[src/rtl/dbus_hold_pkg.sv]
// Shared types for the data-bus hold stage.
//  dbus_req_t   : memory-stage / bus request (valid, addr, size, strobe, data)
//  dbus_resp_t  : bus / memory-stage response (addr_ok, data_ok, data)
//  hold_state_t : hold-stage FSM states
package dbus_hold_pkg;

    localparam int unsigned ADDR_W = 32;
    localparam int unsigned DATA_W = 64;
    localparam int unsigned STRB_W = DATA_W / 8;
    localparam int unsigned SIZE_W = 2;     // log2 of access bytes: 0=1B .. 3=8B

    typedef struct packed {
        logic              valid;
        logic [ADDR_W-1:0] addr;
        logic [SIZE_W-1:0] size;
        logic [STRB_W-1:0] strobe;
        logic [DATA_W-1:0] data;
    } dbus_req_t;

    typedef struct packed {
        logic              addr_ok;
        logic              data_ok;
        logic [DATA_W-1:0] data;
    } dbus_resp_t;

    typedef enum logic [1:0] {
        IDLE  = 2'd0,
        BUSY  = 2'd1,
        DRAIN = 2'd2,
        DONE  = 2'd3
    } hold_state_t;

endpackage

[src/rtl/dbus_hold_sat_counter.sv]
// Saturating up-counter with increment enable; sticks at all-ones.
//  clk    : clock
//  reset  : synchronous, active-low clear
//  en     : count this cycle
//  count  : registered count value
module sat_counter #(
    parameter int unsigned CNT_W = 32
) (
    input  logic             clk,
    input  logic             reset,
    input  logic             en,
    output logic [CNT_W-1:0] count
);

    always_ff @(posedge clk) begin
        if (!reset) begin
            count <= '0;
        end else if (en && (count != {CNT_W{1'b1}})) begin
            count <= count + CNT_W'(1);
        end
    end

endmodule

[src/rtl/dbus_hold.sv]
// Hold stage between the memory stage request and the external data bus.
// Registers an accepted request, holds it on the bus until data_ok, returns
// a one-cycle response, and lets a flushed access finish on the bus silently.
//  clk, reset   : clock, synchronous active-low reset
//  flush        : pipeline flush, kills the response of the current access
//  in_req       : request from the memory stage
//  in_resp      : response to the memory stage
//  out_req      : request driven onto the data bus
//  out_resp     : response from the data bus
//  stall_o      : memory stage must hold
//  wait_cycles  : saturating count of cycles spent in BUSY/DRAIN
module dbus_hold
    import dbus_hold_pkg::*;
#(
    parameter int unsigned CNT_W = 32
) (
    input  logic             clk,
    input  logic             reset,
    input  logic             flush,
    input  dbus_req_t        in_req,
    output dbus_resp_t       in_resp,
    output dbus_req_t        out_req,
    input  dbus_resp_t       out_resp,
    output logic             stall_o,
    output logic [CNT_W-1:0] wait_cycles
);

    hold_state_t state;
    hold_state_t state_n;
    dbus_req_t   req_q;
    logic [DATA_W-1:0] data_q;
    logic        load_req;
    logic        cap_data;
    logic        bus_wait;

    // Bus-side address acknowledge carries no information for this stage.
    logic unused_addr_ok;
    assign unused_addr_ok = out_resp.addr_ok;

    // State and payload registers.
    always_ff @(posedge clk) begin
        if (!reset) begin
            state  <= IDLE;
            req_q  <= '0;
            data_q <= '0;
        end else begin
            state <= state_n;
            if (load_req) begin
                req_q <= in_req;
            end
            if (cap_data) begin
                data_q <= out_resp.data;
            end
        end
    end

    // Next state and outputs.
    always_comb begin
        state_n       = state;
        load_req      = 1'b0;
        cap_data      = 1'b0;
        out_req       = req_q;
        out_req.valid = 1'b0;
        in_resp       = '0;
        in_resp.data  = data_q;
        stall_o       = 1'b0;

        unique case (state)
            IDLE: begin
                stall_o = in_req.valid;
                if (in_req.valid && !flush) begin
                    load_req = 1'b1;
                    state_n  = BUSY;
                end
            end
            BUSY: begin
                out_req.valid = 1'b1;
                stall_o       = 1'b1;
                if (out_resp.data_ok) begin
                    cap_data = 1'b1;
                    state_n  = flush ? IDLE : DONE;
                end else if (flush) begin
                    state_n = DRAIN;
                end
            end
            DRAIN: begin
                // Access is orphaned: keep it on the bus, but the pipeline has moved on.
                out_req.valid = 1'b1;
                stall_o       = in_req.valid;
                if (out_resp.data_ok) begin
                    state_n = IDLE;
                end
            end
            DONE: begin
                in_resp.data_ok = !flush;
                in_resp.addr_ok = !flush;
                state_n         = IDLE;
            end
            default: begin
                state_n = IDLE;
            end
        endcase
    end

    assign bus_wait = (state == BUSY) || (state == DRAIN);

    sat_counter #(
        .CNT_W (CNT_W)
    ) u_wait_cnt (
        .clk   (clk),
        .reset (reset),
        .en    (bus_wait),
        .count (wait_cycles)
    );

endmodule

[config.mk]
export PLATFORM = sky130hd
export DESIGN_NAME = dbus_hold
export DESIGN_NICKNAME = d
export VERILOG_FILES = /design/src/rtl/dbus_hold_pkg.sv /design/src/rtl/dbus_hold_sat_counter.sv /design/src/rtl/dbus_hold.sv
export SDC_FILE = /design/constraint.sdc
export NUM_CORES = 1
export LEC_CHECK = 0
export ABC_AREA = 1
export CAP_MARGIN = 5
export CORE_MARGIN = 4
export CORE_UTILIZATION = 37
export CTS_CLUSTER_DIAMETER = 80
export DETAILED_ROUTE_END_ITERATION = 12
export PLACE_DENSITY = 0.76
export SLEW_MARGIN = 20
export SYNTH_ARGS = -nofsm -noshare
export SYNTH_HDL_FRONTEND = slang
export SYNTH_SLANG_ARGS = --single-unit
[constraint.sdc]
create_clock -name clk -period 1.54 [get_ports clk]
set_input_delay 0.462 -clock clk [delete_from_list [all_inputs] [get_ports clk]]
set_output_delay 0.462 -clock clk [all_outputs]
set_load 0.005 [all_outputs]
======== Word level (Yosys, flattened, before mapping) ========
Index checks and enable logic that the tools add are counted.
word-level totals
  register bits ........................... 204
  input bits .............................. 176
  output and inout bits ................... 206
  word-level logic and storage cells ...... 36
operators by class
  add/sub/neg operators ................... 1
  eq/ne operators ......................... 7
  multiplexer cells ....................... 13
  reductions and logical operators ........ 8
operators with widths
  operator                                                         number
  32-bit by 1-bit adder with 32-bit output, second input constant  1
  32-bit != test, second input constant                            1
  2-bit two-way mux                                                6
  2-bit case mux with 4 select lines                               1
  1-bit two-way mux                                                5
  2-bit == test, second input constant                             2
  2-bit != test, second input constant                             2
  2-bit OR reduction                                               2
  3-bit != test, second input constant                             1
  3-bit AND reduction                                              1
  2-bit by 1-bit == test with 1-bit output, second input constant  1
  1-bit logical AND                                                2
  2-bit logical NOT                                                1
  1-bit case mux with 2 select lines                               1
  1-bit logical NOT                                                1
  1-bit logical OR                                                 1

======== Depth between registers and ports, before layout ========
Gate-level depths: netlist of the first run.
  depth in word-level cells ............... 4
  mapped depth ............................ 11
  mapped depth without buffers ............ 10

======== Hierarchy ========
A second synthesis of the first run with hierarchy kept.
unflattened totals
  cell total of the unflattened synthesis .. 1096
  area, all modules ....................... 8125.3 um^2
by module, submodules not included
  module       times used  cells each  area an instance (um^2)  sequential area each (um^2)
  dbus_hold    1           772         6213.5                   3443.3
  sat_counter  1           324         1911.8                   640.6

======== Least setup slack after synthesis of the first run ========
OpenSTA, ideal clock, no wires.
  path kind ............................... register to register
  start point ............................. reg state[0]
  end point ............................... reg u_wait_cnt.count[29]
  setup time .............................. 0.115 ns
  arrival ................................. 1.543 ns
  path slack .............................. -0.118 ns
  cell stages (with the launch flop) ...... 10
  buffers on the path ..................... 0
  period minus slack after synthesis ...... 1.658 ns
  path through ............................ dfxtp_1 -> inv_1 -> ha_1 -> inv_2 -> nor2_2 -> nand4_1 -> nor2_1 -> nand3_2 -> nand2_1 -> nor2_1
between the ends
  longest elaborated chain between the ends .. 3
RTL lines
  element                                                                           line                         RTL
  start: declaration                                                                dbus_hold.sv:28              hold_state_t state;
  start signal: assignment                                                          dbus_hold.sv:47              state <= state_n;
  2-bit by 1-bit == test with 1-bit output / 2-bit == test (equally long branches)  dbus_hold.sv:105             assign bus_wait = (state == BUSY) || (state == DRAIN);
  1-bit logical OR *                                                                dbus_hold.sv:105
  net bus_wait                                                                      dbus_hold.sv:34              logic bus_wait;
  1-bit logical AND *                                                               dbus_hold_sat_counter.sv:18  end else if (en && (count != {CNT_W{1'b1}})) begin
  end signal: assignment                                                            dbus_hold_sat_counter.sv:19  count <= count + CNT_W'(1);
  end: declaration                                                                  dbus_hold_sat_counter.sv:12  output logic [CNT_W-1:0] count
Mark *: on every way through the listed nets, which the timed path passes. The rest lies on a longest branch.
A chain may end at the register's enable or synchronous reset.

======== Worst setup path in the final report of the first run ========
  start point ............................. reg state[0]
  end point ............................... reg u_wait_cnt.count[22]
between the ends
  longest elaborated chain between the ends .. 3
RTL lines
  element                                                                           line
  2-bit by 1-bit == test with 1-bit output / 2-bit == test (equally long branches)  dbus_hold.sv:105
  1-bit logical OR *                                                                dbus_hold.sv:105
  1-bit logical AND *                                                               dbus_hold_sat_counter.sv:18
Every way passes the cells marked *; elsewhere a longest branch is shown, timed or not.

==> summary.md, run 1 <==
| Metric | Value |
|---|---|
| Status | complete, but fails checks |
| Failing checks | negative setup slack |
| Syn Area/Cell | 7.515 sq um |
| Die H | 155.8 um |
| CTS Root Cell | clkbuf_16 |
| Routed wire length | about 34 mm |
| Post-Syn Area | 0.008087 sq mm |
| Fmax | 0.5496 GHz |
| Ranking of synthesized cells by area | dfxtp_1 (51%), o21ai_0 (11%), nor2_1 (9.1%) |
| Clock share of power | 0.296 |
| Place WS | -0.6095 ns |
| Most area-hungry cell type in the Yosys netlist | dfxtp_1 |
| # setup viols final | around 110 |
| Unique masters post-synth | 26 |
| Synth Area in Compound Gates | 0.1922 |
| IO Count | 382 |
| Largest net degree at the start of global routing | 85 |
| Final min period | 1.820 ns |
| Number of global-route vias before repair | about 8600 |
| Clock Latency Late Sink | 0.50 ns |
| Static leakage | 6.106 nW |
| Max-cap viol count | 0 |
| First-pass GRT wire length | 45.46 mm |
| 1st-pass router iterations | 6 |
| Ys Warns | 0 |
| Via density per instance | 4.973 |
| H-tree depth | 1 |
| Gate power share | 0.340 |
| Setup TNS | -10.72 ns |
| Clock sink total | 204 |
| HP Class | reg2reg |
| Largest family of logic cells by synthesized area | compound AO/OA/AOI/OAI gates |
| Multiplexer share of the synthesized area | 0 |
| P_int | 13.05 mW |
| DRC viols | 0 |
| Cell Rows | 53 |
| P_sw | 5.959 mW |
| Final Cell Area | 0.01452 sq mm |
| Initial antenna violation count | 6 |
| Area delta synth->final | 79.51% |
| Die W | 155.8 um |
| Buffers on Ports | between 300 and 400 |
| Sequential fraction of the synthesis area | 0.5050 |
| Sequential power share | 0.364 |
| Worst Path Arrival | approximately 2.2 ns |
| Vias after detailed routing | 9245 |
| Initial DRC count | approximately 510 |
| Unrepaired setup endpoints after global routing | true |
| Worst endpoint required time | about 1.9 ns |
| Max Root-Sink Buffers | 3 |
| Maximum VDD drop | 931.5 uV |
| Post-DP HPWL | ~21 mm |
| Post-synthesis simple-gate area fraction | 0.1885 |
| Core box area | 0.02129 sq mm |
| Routed len/inst | 18.38 um |
| Nets | 1745 |
| Total grt overflow | 0 |
| Worst Setup Start Kind | flop |
| Placed Area | 0.01268 sq mm |
| Worst Skew | 0.01585 ns |
| Max Slew Vio Count | 0 |
| Critical setup path kind | reg2reg |
| Initial Util | 0.3799 |
| Seq cells post-synth | 204 |
| Slew headroom | 0.7591 |
| Yosys top cell area share | 0.5050 |
| XOR/XNOR Fraction of Synth Area | 0.003249 |
| CTS tree | done |
| GRT Util Overall | 0.2333 |
| Cts bufs inserted | 23 |
| Switching Share | 0.3135 |
| Pwr/cell area | 1309 mW/mm^2 |
| Syn_nets | 1258 |
| Final WS setup | -0.2796 ns |
| Final Cycle Share | 1.182 |
| Least-Margin Pin Slew | 0.3613 ns |
| Worst-path fanout max | 4 |
| GPL Wtd Cong | around 0.91 |
| Critical Path End Type | flop |
| Die area | 0.02428 sq mm |
| Share of post-route cells with drive strength above 1 | 0.3859 |
| Clock transition at the registers of the reported paths | 0.06 ns |
| Routed Antenna Nets | 0 |
| Post-Route Utilization | 0.6819 |
| Post-Synthesis Cells | 1076 |
| Synth Area in Adders | 0.009284 |
| CTS Hold Bufs | 0 |
| Final hold vios | 0 |
[per-layer routing]
metal / global-route usage / up-vias / part of all wire
met5: 0 / - / 0
met4: 0.07586 / 0 / 0.050
met3: 0.08544 / 108 / 0.092
met2: 0.4170 / 438 / 0.50
met1: 0.2564 / 4279 / 0.36
li1: - / 4420 / -
[metrics by stage]
stage          std cells  hold slack [ns]  total power, mW
6_report            1859           0.4351            19.01
5_1_grt             1859           0.4564            19.98
4_1_cts             1807           0.4186            18.32
3_5_place_dp        1734           0.4332            12.69
3_3_place_gp        1734           0.4294            12.57
2_1_floorplan       1076           0.4402            9.022
[cell families after synthesis]
group / count (synthesis)
compound gates: 310
xor+xnor: 3
fa+ha+maj: 6
buf+inv: 205
flops: 204
simple gates: 348
[power by group through the flow]
stage               clock network, mW  logic, mW  registers [mW]
floorplan                           0       2.02            7.00
global placement                    0       5.69            6.88
detailed placement                  0       5.77            6.93
CTS                              5.70       5.75            6.87
global route                     5.94       7.00            7.04
finish                           5.62       6.47            6.92
[repair_timing]
item | CTS | global route
pin swaps | 26 | 33
gates resized for setup | 727 | 306
cloned | 2 | 12
setup endpoints to repair | 394 | 322
buffers inserted | 31 | 36
[worst paths after layout]
path / start / to / slack (ns) / cells after the start
setup / recovery: state[0] / u_wait_cnt.count[22] / -0.28 / 10
hold / removal: out_req[83] / out_req[83] / 0.44 / 2
setup reg to reg: state[0] / u_wait_cnt.count[22] / -0.28 / 10
hold reg to reg: out_req[83] / out_req[83] / 0.44 / 2
[cell type report]
cell class | instances | area (sq um)
clock inverters | 7 | 91.34
clock buffers | 33 | 683.2
fillers | 1624 | 6770
inverters | 139 | 541.8
diodes | 6 | 15.01
multi-input cells | 668 | 3837
well taps | 275 | 344.1
flip-flops and latches | 204 | 4229
repair buffers | 527 | 4775
[worst max-delay path: stages, from the launching register on]
cell and delay [ns]:
dfxtp_4 0.37, inv_4 0.05, ha_4 0.30, buf_6 0.14, inv_8 0.04, nor2_4 0.08
nand4_1 0.25, nor2_2 0.21, nand3_1 0.11, nand2_1 0.10, nor2_1 0.05
[Yosys cell counts, drive strengths merged]
library cell  count
inv             139
xnor2             1
and2              2
nor3b             1
dfxtp           204
nor3              1
nand4             8
o21ai           175
nor2            210
clkbuf           50
nand3            34
ha                6
buf              16
a211oi            1
nand2            92
xor2              2
a21oi           134
[layout by cell type (no fill, tap or decap), drive strengths merged, types with 2 or more instances in the layout]
cell type      netlist  final
nand2               92     93
clkdlybuf4s50        0    172
inv                139    140
and2                 2      2
a21oi              134    134
nor2               210    210
clkbuf              50    123
ha                   6      6
buf                 16    209
nand3               34     34
clkinv               0      3
clkdlybuf4s15        0     55
bufinv               0      2
diode                0      6
o21ai              175    175
xor2                 2      2
dfxtp              204    204
nand4                8      8
[flip-flops by register name, indices dropped and copies added (netlist names)]
register,flops
data_q,64
out_req,106
state,2
u_wait_cnt.count,32
Power figures use the tool's default switching activity.
==> inputs of run 2 (changes only) <==
PLACE_DENSITY = 0.8   (was 0.76)
==> run 2 against run 1 <==
  * The flow still finishes with violations (negative setup slack)
  * Register-to-register slack got worse by 0.02 ns
  * Sequential power increased by 0.9%
  * Critical path depth unchanged
  * Die area unchanged
  * Critical path type unchanged
  * Largest cell class unchanged
==> summary.md, run 2 (synthesized netlist as in run 1, its figures left out) <==
| Metric | Value |
|---|---|
| IO Count | 382 (unchanged) |
| CTS Hold Bufs | 0 (unchanged) |
| Buffers on Ports | 380 (unchanged) |
| Clock Latency Late Sink | 0.52 ns (+0.02 ns) |
| Slew headroom | 0.7935 (+0.03434) |
| Die H | 155.8 um (unchanged) |
| Initial Util | 0.3799 (unchanged) |
| Cell Rows | 53 (unchanged) |
| Vias after detailed routing | 9389 (+1.6%) |
| Worst Skew | 0.01947 ns (+0.003614 ns) |
| Nets | 1747 (+0.11%) |
| Die area | 0.02428 sq mm (unchanged) |
| Final Cycle Share | 1.195 (+0.01321) |
| Clock sink total | 204 (unchanged) |
| Critical path launch point | state[0] |
| Max Root-Sink Buffers | 3 (unchanged) |
| Max stage delay on crit path | 0.38 ns (about the same) |
| HP Class | in2reg |
| Commonest non-fill, non-tap cell in the layout | nor2_1 |
| Area delta synth->final | 81.31% |
| Final hold vios | 0 (unchanged) |
| CTS tree | done |
| Least-Margin Pin Slew | 0.3089 ns (-0.05243 ns) |
| Routed Antenna Nets | 0 (unchanged) |
| Setup TNS | -6.238 ns (+4.483 ns) |
| Cts bufs inserted | 24 (+4.3%) |
| Dpl cells | 1736 (+0.12%) |
| Routed len/inst | 18.97 um (+3.2%) |
| Fmax | 0.5435 GHz (-1.1%) |
| Place WS | -0.5519 ns (+0.05764 ns) |
| Static leakage | 6.263 nW (+2.6%) |
| Pwr/cell area | 1309 mW/mm^2 (about the same) |
| Largest net degree at the start of global routing | 55 (-35%) |
| Initial DRC count | 511 (-0.58%) |
| Via density per instance | 5.045 (+1.4%) |
| Final Cell Area | 0.01466 sq mm (+1.0%) |
| GRT Util Overall | 0.2365 (+0.003149) |
| Slowest-stage cell, CP | dfxtp_4 |
| Number of global-route vias before repair | 8735 (+1.7%) |
| Max Slew Vio Count | 0 (unchanged) |
| DRC viols | 0 (unchanged) |
| Die W | 155.8 um (unchanged) |
| Worst Path Arrival | 2.24 ns (+0.04 ns) |
| Critical setup path kind | reg2reg |
| Buffers and inverters on the worst path | 3 (unchanged) |
| Critical Path End Type | flop |
| Total grt overflow | 0 (unchanged) |
| Worst endpoint required time | 1.94 ns (+0.02 ns) |
| Routed wire length | 35.31 mm (+3.3%) |
| Post-DP HPWL | 21.84 mm (+2.4%) |
| Share of post-route cells with drive strength above 1 | 0.4339 (+0.04797) |
| Critical R2R Launch | state[0] |
| Unrepaired setup endpoints after global routing | true |
| Clock transition at the registers of the reported paths | 0.06 ns (about the same) |
| Failing checks | negative setup slack |
| GPL Wtd Cong | 0.9013 (-1.2%) |
| First-pass GRT wire length | 45.89 mm (+0.93%) |
| Core box area | 0.02129 sq mm (unchanged) |
| Fin cells | 1861 (+0.11%) |
| Placed Area | 0.01265 sq mm (-0.28%) |
| # setup viols final | 73 (-35%) |
| H-tree depth | 1 (unchanged) |
| Final WS setup | -0.2999 ns (-0.02034 ns) |
| Worst Setup Start Kind | flop |
| CTS Root Cell | clkbuf_16 |
| HP Start | reset |
| Family with the most delay on the worst path | simple AND/OR/NAND/NOR gates |
| Maximum VDD drop | 1185 uV (+27%) |
| Most frequent cells in the layout | nor2_1 (180), clkdlybuf4s50_1 (173), inv_1 (127) |
| Worst-path fanout max | 4 (unchanged) |
| Initial antenna violation count | 4 (-2) |
| Max-cap viol count | 0 (unchanged) |
| Final min period | 1.840 ns (+0.02034 ns) |
| Worst path cell trace | inv_4 -> ha_4 -> buf_6 -> inv_6 -> nor2_4 -> nand4_1 -> nor2_2 -> nand3_1 -> nand2_1 -> nor2_1 |
| Max reg flops | 106 (unchanged) |
| 1st-pass router iterations | 5 (-1) |
| Status | complete, but fails checks |
## run 2: what timing repair did
item	4_1_cts	5_1_grt
gates cloned	4	14
gates resized for setup	890	336
endpoints found under the setup margin	353	312
pin swaps	11	35
buffers inserted	32	37
## run 2: worst paths after layout
kind	end	slack, ns	cells past startpoint
max	u_wait_cnt.count[21]	-0.30	10
max reg2reg	u_wait_cnt.count[21]	-0.30	10
min	u_wait_cnt.count[1]	0.32	3
min reg2reg	out_req[97]	0.44	2
## run 2: cell type report
class / count / area (sq um)
antenna: 5 / 12.51
clock buffer: 35 / 691.9
clock inverter: 7 / 75.07
fill: 1512 / 6625
inverter: 139 / 531.8
multi-input combinational: 668 / 3954
sequential: 204 / 4273
tap: 275 / 344.1
timing repair buffer: 528 / 4780
## run 2: report_power, final
group	leakage, nW	switching [mW]	internal [mW]
combinational	4.16	3.31	3.35
clock	0.380	2.28	3.28
sequential	1.72	0.576	6.40
## run 2: per-layer routing
layer,track usage,wire [um],share of wire,vias up
li1,-,-,-,4426
met1,0.2475,12020,0.34,4388
met2,0.4282,18280,0.52,433
met3,0.08072,2981,0.084,142
met4,0.1042,2022,0.057,0
met5,0,0,0,-
## run 2: worst register-to-register path, delay by kind of cell, from the launching register on
family	cells	cell delay [ns]
fa+ha+maj	1	0.29
buf+inv	3	0.23
flops	1	0.38
simple gates	6	0.82
## run 2: stage by stage
stage | power, mW | hold slack, ns | util
3_5_place_dp | 12.72 | 0.4344 | 0.5941
4_1_cts | 18.30 | 0.3218 | 0.6480
5_1_grt | 20.15 | 0.3218 | 0.6888
6_report | 19.19 | 0.3185 | 0.6888
2_1_floorplan | 9.022 | 0.4402 | -
3_3_place_gp | 12.56 | 0.4284 | 0.5941
